<file path="src/rtl/counter_pkg.sv">
// Shared counter definitions: direction encodings and the load clamp used by
// the datapath's programmable counters.
package counter_pkg;

   localparam logic CNT_UP = 1'b1;
   localparam logic CNT_DN = 1'b0;

   // Out-of-range load values clamp to the top of the count range.
   function automatic logic [32:0] clamp_load(input logic [32:0] val,
                                              input logic [32:0] modulus);
      clamp_load = (val < modulus) ? val : (modulus - 33'd1);
   endfunction

endpackage

</file>
<file path="src/rtl/updown_mod_counter_next.sv">
// Combinational next-count and wrap-event calculation for updown_mod_counter.
// UPDOWN_MOD_COUNTER_SATURATE_EN selects saturation instead of wrap-around.
module updown_mod_counter_next
   import counter_pkg::*;
#(
   parameter int          WIDTH   = 4,
   parameter longint      MODULUS = 10
) (
   input  logic [WIDTH-1:0] i_count,
   input  logic             i_en,
   input  logic             i_up,
   input  logic             i_sclr,
   input  logic             i_load,
   input  logic [WIDTH-1:0] i_load_val,
   output logic [WIDTH-1:0] o_next,
   output logic             o_wrap
);

   localparam logic [WIDTH:0] MOD_W = (WIDTH+1)'(MODULUS);
   localparam logic [WIDTH:0] MAX_W = MOD_W - 1'b1;

   logic [WIDTH:0] w_cnt_ext;
   logic [WIDTH:0] w_load_ext;
   logic [WIDTH:0] w_next_ext;
   logic           w_wrap;

   assign w_cnt_ext  = {1'b0, i_count};
   assign w_load_ext = (WIDTH+1)'(clamp_load(33'(i_load_val), 33'(MODULUS)));

   always_comb begin
      w_next_ext = w_cnt_ext;
      w_wrap     = 1'b0;
      if (i_sclr) begin
         w_next_ext = '0;
      end else if (i_load) begin
         w_next_ext = w_load_ext;
      end else if (i_en) begin
         if (i_up == CNT_UP) begin
            if (w_cnt_ext == MAX_W) begin
`ifdef UPDOWN_MOD_COUNTER_SATURATE_EN
               w_next_ext = MAX_W;
`else
               w_next_ext = '0;
               w_wrap     = 1'b1;
`endif
            end else begin
               w_next_ext = w_cnt_ext + 1'b1;
            end
         end else begin
            if (w_cnt_ext == '0) begin
`ifdef UPDOWN_MOD_COUNTER_SATURATE_EN
               w_next_ext = '0;
`else
               w_next_ext = MAX_W;
               w_wrap     = 1'b1;
`endif
            end else begin
               w_next_ext = w_cnt_ext - 1'b1;
            end
         end
      end
   end

   assign o_next = WIDTH'(w_next_ext);
   assign o_wrap = w_wrap;

endmodule

</file>
<file path="src/rtl/updown_mod_counter.sv">
// Up/down modulo-N counter: count register, wrap pulse flop and tc decode.
// Define UPDOWN_MOD_COUNTER_SATURATE_EN for saturating instead of wrapping.
module updown_mod_counter
   import counter_pkg::*;
#(
   parameter int          WIDTH   = 4,
   parameter longint      MODULUS = 10
) (
   input  logic             clk,
   input  logic             reset,
   input  logic             en,
   input  logic             up,
   input  logic             sclr,
   input  logic             load,
   input  logic [WIDTH-1:0] load_val,
   output logic [WIDTH-1:0] count,
   output logic             tc,
   output logic             wrap
);

   localparam logic [WIDTH:0] MAX_W = (WIDTH+1)'(MODULUS) - 1'b1;

   logic [WIDTH-1:0] r_count;
   logic             r_wrap;
   logic [WIDTH-1:0] w_next;
   logic             w_wrap;

   updown_mod_counter_next #(
      .WIDTH   (WIDTH),
      .MODULUS (MODULUS)
   ) u_next (
      .i_count    (r_count),
      .i_en       (en),
      .i_up       (up),
      .i_sclr     (sclr),
      .i_load     (load),
      .i_load_val (load_val),
      .o_next     (w_next),
      .o_wrap     (w_wrap)
   );

   always_ff @(posedge clk or negedge reset) begin
      if (!reset) begin
         r_count <= '0;
         r_wrap  <= 1'b0;
      end else begin
         r_count <= w_next;
         r_wrap  <= w_wrap;
      end
   end

   // Terminal count looks at the live direction, not the enable.
   assign tc    = ((up == CNT_UP) && ({1'b0, r_count} == MAX_W)) ||
                  ((up == CNT_DN) && (r_count == '0));
   assign count = r_count;
   assign wrap  = r_wrap;

endmodule

</file>
<file path="config.mk">
export PLATFORM = sky130hd
export DESIGN_NAME = updown_mod_counter
export DESIGN_NICKNAME = d
export VERILOG_FILES = /design/src/rtl/counter_pkg.sv /design/src/rtl/updown_mod_counter_next.sv /design/src/rtl/updown_mod_counter.sv
export SDC_FILE = /design/constraint.sdc
export NUM_CORES = 1
export LEC_CHECK = 0
export BUFFER_PORTS_ARGS = -buffer_cell sky130_fd_sc_hd__buf_2
export CORE_AREA = 2 2 41 43
export DETAILED_ROUTE_END_ITERATION = 6
export DIE_AREA = 0 0 43 45
export PLACE_DENSITY = 0.69
export SLEW_MARGIN = 40
export SYNTH_ARGS = -nofsm -noshare
export SYNTH_HDL_FRONTEND = slang
export SYNTH_SLANG_ARGS = --single-unit
export TNS_END_PERCENT = 20
</file>
<file path="constraint.sdc">
create_clock -name clk -period 4.6 [get_ports clk]
set_input_delay 0.69 -clock clk [delete_from_list [all_inputs] [get_ports clk]]
set_output_delay 0.69 -clock clk [all_outputs]
set_load 0.01 [all_outputs]
</file>
Word level (Yosys, flattened, before mapping)

Cells that the tools add are included.

Word-level logic and storage cells: 26
Output and inout port bits: 6
Register bits: 5
Input bits: 10

Add/subtract/negate cells: 2
Reduce and logical (&&, ||, !) cells: 6
Equal/unequal tests: 1
Mux-type cells: 13
Bitwise gates (word level): 1
Order comparisons: 1

Operators with widths:

| cell                  | count |
|---|---|
| $mux W4               | 7 |
| $mux W1               | 6 |
| $logic_not A5 Y1      | 1 |
| $add A4 B1 Y4 const B | 1 |
| $eq A4 B4 Y1 const B  | 1 |
| $logic_not A4 Y1      | 1 |
| $lt A4 B4 Y1 const B  | 1 |
| $sub A4 B1 Y4 const B | 1 |
| $reduce_bool A3 Y1    | 1 |
| $logic_and A1 B1 Y1   | 2 |
| $logic_or A1 B1 Y1    | 1 |
| $not A1 Y1            | 1 |

Logic depth before layout (Yosys ltp)

Word-level depth: 6
Depth in mapped cells: 6
Gate-level depth less buffers: 6

Modules after synthesis

Synthesis repeated with hierarchy kept, for this count alone.

Cells, all modules: 56
Area, all modules: 460.4 um2

Modules (own cells, without submodules):

| module                  | area each (um2) | cells an instance | times used | seq. area each (um2) |
|---|---|---|---|---|
| updown_mod_counter_next | 311.5           | 48                | 1          | 0.0 |
| updown_mod_counter      | 148.9           | 8                 | 1          | 125.1 |

Least setup slack after synthesis

OpenSTA, ideal clock, no wires.

Kind: register to output
Start point: register r_count[0] (netlist: count[0])
End point: output port tc
Arrival time: 1.283 ns
Cell stages (with the launch flop): 6
Path buffers: 0
Slack: 2.627 ns
Data required time: 3.910 ns
Cell sequence: dfrtp_1 -> inv_1 -> ha_1 -> inv_1 -> o31a_1 -> nor2_1

Cells in the longest elaborated chain, start to end: 3
Elaborated cells on any way between the ends: 5
Those cells by class: eq/ne (1); reduce/logical (4)

Ends and longest elaborated chain:

| element                                          | RTL line                                           | source |
|---|---|---|
| start, declared                                  | updown_mod_counter.sv:23                           | `logic [WIDTH-1:0] r_count;` |
| start signal, assigned                           | updown_mod_counter.sv:47                           | `r_count <= w_next;` |
| $eq A4 B4 Y1 or $logic_not A4 Y1 (tied branches) | updown_mod_counter.sv:53, updown_mod_counter.sv:54 |  |
| $logic_and A1 B1 Y1 (on tied branches)           | updown_mod_counter.sv:53, updown_mod_counter.sv:54 |  |
| $logic_or A1 B1 Y1 *                             | updown_mod_counter.sv:53                           | `assign tc = ((up == CNT_UP) && ({1'b0, r_count} == MAX_W)) \|\|` |
| end, declared                                    | updown_mod_counter.sv:17                           | `output logic tc,` |

Every way passes the cells marked *; elsewhere a longest branch is shown, timed or not.

Worst setup path after layout

Same ends and word-level chain as after synthesis.

==> flow_summary.yaml <==
cts:
  cts.repair.resized: 0
  clk_pin_slew_ns: 0.04
  clock-sinks: 5
  postCtsHoldBufs: 0
  numCtsBuffers: 3
  clockBufferDepth: 2
  htreeDepth: 1
  clk_latency_ns: 0.24
  ctsRootBufferMaster: "clkbuf_4"
  cts_tree: "done"
  cts_setup_buffers: 0
placement:
  dpl.cell_count: 89
  port-buffer-count: 15
  place_congestion: 0.8267
  dp_hpwl_um: 932.4
sta:
  skew_ns: 0.001347
  finalCriticalPeriod_ns: 2.348
  max_freq_mhz: 425.8
  setup_viol: 0
  worstMarginPinSlew_ns: 0.3693
  rsz0062_at_grt: "no"
  slew_headroom: 0.7538
  slew_viol_final: 0
  hold_viol: 0
  fin_crit_sh: 0.5105
  fin_tns_setup_ns: 0
worst_setup_path:
  cp-end-kind: "primary output"
  worstSetupPathType: "reg -> out"
  crit_path_start_kind: "flop"
  critPathMaxFanout: 10
  cp_data_required_time_ns: 3.91
  cp.arrival_ns: 1.66
routing:
  wirelength_um: 1214
  drt-vias-per-instance: 5.570
  dr.pass1.iters: 4
  vias: 518
  drtIter0Drc: 6
  drc: 0
  wl_per_cell_um: 13.05
  antenna_left: 0
synth:
  ys_warn_count: 0
  synth_cells: 61
  yosysUniqueCellTypes: 29
  synth_area_um2: 498.0
  synth_seq_area_share: 0.2513
  syn-mean-instance-area_um2: 8.164
  synth-seq-cells: 5
  syn-num-nets: 75
cells_and_area:
  areaGrowthSynthToFinish_pct: 19.10
  nets: 92
  drive_gt1_frac: 0.2987
  final_cell_mix: "buf_2 (15), nand2_1 (7), a21oi_1 (6), inv_1 (5), dfrtp_1 (5)"
  n_fill_cell: 168
  final_common_cell: "buf_2"
  n_antenna_cell: 0
  finalNonFillerCells: 93
hold_path:
  hold_path_class: "in -> async"
power_and_ir_drop:
  power.leakage_nw: 0.2776
  ir_drop_uv: 109.4
  switching_share: 0.3283
  p_int_uw: 101.1
  pwr-share-comb: 0.305
  switchingPower_uw: 49.41
  p_seq_frac: 0.357
  p_per_area_nw_per_um2: 253.8
  power_frac_clock: 0.338
global_route:
  globalRouteTotalUtil: 0.1470
  grt_overflow: 0
  grt_max_degree: 13
  grt_pass1_vias: 466
  antenna_found_initial: 0
  grt_pass1_wl_um: 1994
die:
  rows: 14
  dieWidth_um: 43
  ios: 16
  die_area_um2: 1935
  core_um2: 1471
  start_util: 0.3384
  die_height_um: 45
flow_run:
  drv_cap: 0
run_status:
  run_status: "finished, final reports clean"
final timing paths:
path / from / to / slack, ns / cells past startpoint
max in group asynchronous: reset / count[0] / 4.23 / 1
worst max register to register: count[0] / count[2] / 2.86 / 6
min in group clk: count[2] / wrap / 0.62 / 1
worst min register to register: count[2] / wrap / 0.62 / 1
worst min-delay path: reset / wrap / 0.25 / 1
worst max-delay path: count[0] / tc / 2.25 / 6
worst max-delay path, cell delays in order, from the launching register on:
cell and delay [ns]:
dfrtp_1 0.48, inv_1 0.13, ha_1 0.22, inv_1 0.07
o31a_1 0.29, nor2_1 0.08, buf_2 0.13
layer usage:
metal  vias up  track usage  routed length, µm
met5         -            0                  0
met2        14       0.2242                590
li1        257            -                  -
met4         0      0.08485                 11
met1       244       0.1733                534
met3         3      0.06400                 77
cell usage after synthesis (all sizes together):
| cell | number | share of area |
|---|---|---|
| o31ai | 2 | 0.030 |
| dfrtp | 5 | 0.25 |
| a211oi | 1 | 0.015 |
| nand3 | 1 | 0.010 |
| nor3b | 1 | 0.015 |
| nor2 | 4 | 0.030 |
| o21ai | 3 | 0.030 |
| o21bai | 1 | 0.015 |
| a21oi | 6 | 0.060 |
| buf | 2 | 0.045 |
| inv | 6 | 0.045 |
| o31a | 2 | 0.038 |
| a31oi | 3 | 0.038 |
| nand2b | 1 | 0.013 |
| xnor2 | 1 | 0.018 |
| nor3 | 2 | 0.020 |
| o22ai | 2 | 0.038 |
| o32ai | 1 | 0.018 |
| clkbuf | 1 | 0.0075 |
| or3b | 1 | 0.018 |
| nand3b | 1 | 0.015 |
| ha | 4 | 0.10 |
| nand2 | 7 | 0.053 |
| mux4 | 1 | 0.045 |
| o21ba | 1 | 0.020 |
| or3 | 1 | 0.013 |
layout make-up:
cell class | instances | area [µm²] | area share
clock buffers | 4 | 26.28 | 0.04430
inverters | 6 | 22.52 | 0.03797
multi-input cells | 47 | 324.1 | 0.5464
flip-flops and latches | 5 | 125.1 | 0.2110
well taps | 16 | 20.02 | 0.03376
repair buffers | 15 | 75.07 | 0.1266
logic make-up (layout without fill, tap and decap cells):
logic type | after synthesis | after routing | share of synthesized area
AO/OA/AOI/OAI | 22 | 22 | 0.3015
XOR/XNOR | 1 | 1 | 0.01759
adder cells (fa/ha/maj) | 4 | 4 | 0.1005
buffers and inverters | 9 | 25 | 0.09798
flip-flops | 5 | 5 | 0.2513
multiplexers | 1 | 1 | 0.04522
AND/OR/NAND/NOR | 19 | 19 | 0.1860
metrics by stage:
step | power, mW | hold WS (ns) | worst slack [ns] | instance area (µm²) | utilization
2_1_floorplan | 0.08581 | 0.3944 | 2.627 | 498.0 | -
3_3_place_gp | 0.09913 | 0.5054 | 2.587 | 566.8 | 0.3852
3_5_place_dp | 0.1004 | 0.5066 | 2.515 | 566.8 | 0.3852
4_1_cts | 0.1532 | 0.2419 | 2.248 | 593.1 | 0.4031
5_1_grt | 0.1646 | 0.2410 | 2.112 | 593.1 | 0.4031
6_report | 0.1505 | 0.2476 | 2.252 | 593.1 | 0.4031
flip-flops by register name (all words and copies together), names as in the netlist:
signal / cells
count: 4
wrap: 1
power groups by stage:
stage	Combinational [mW]	Sequential, mW	Clock, mW
2_1_floorplan	0.0329	0.0529	0
3_3_place_gp	0.0451	0.0540	0
3_5_place_dp	0.0460	0.0544	0
4_1_cts	0.0462	0.0537	0.0533
5_1_grt	0.0522	0.0546	0.0578
6_report	0.0459	0.0537	0.0509
No activity file was read; power rests on OpenSTA's default activity.
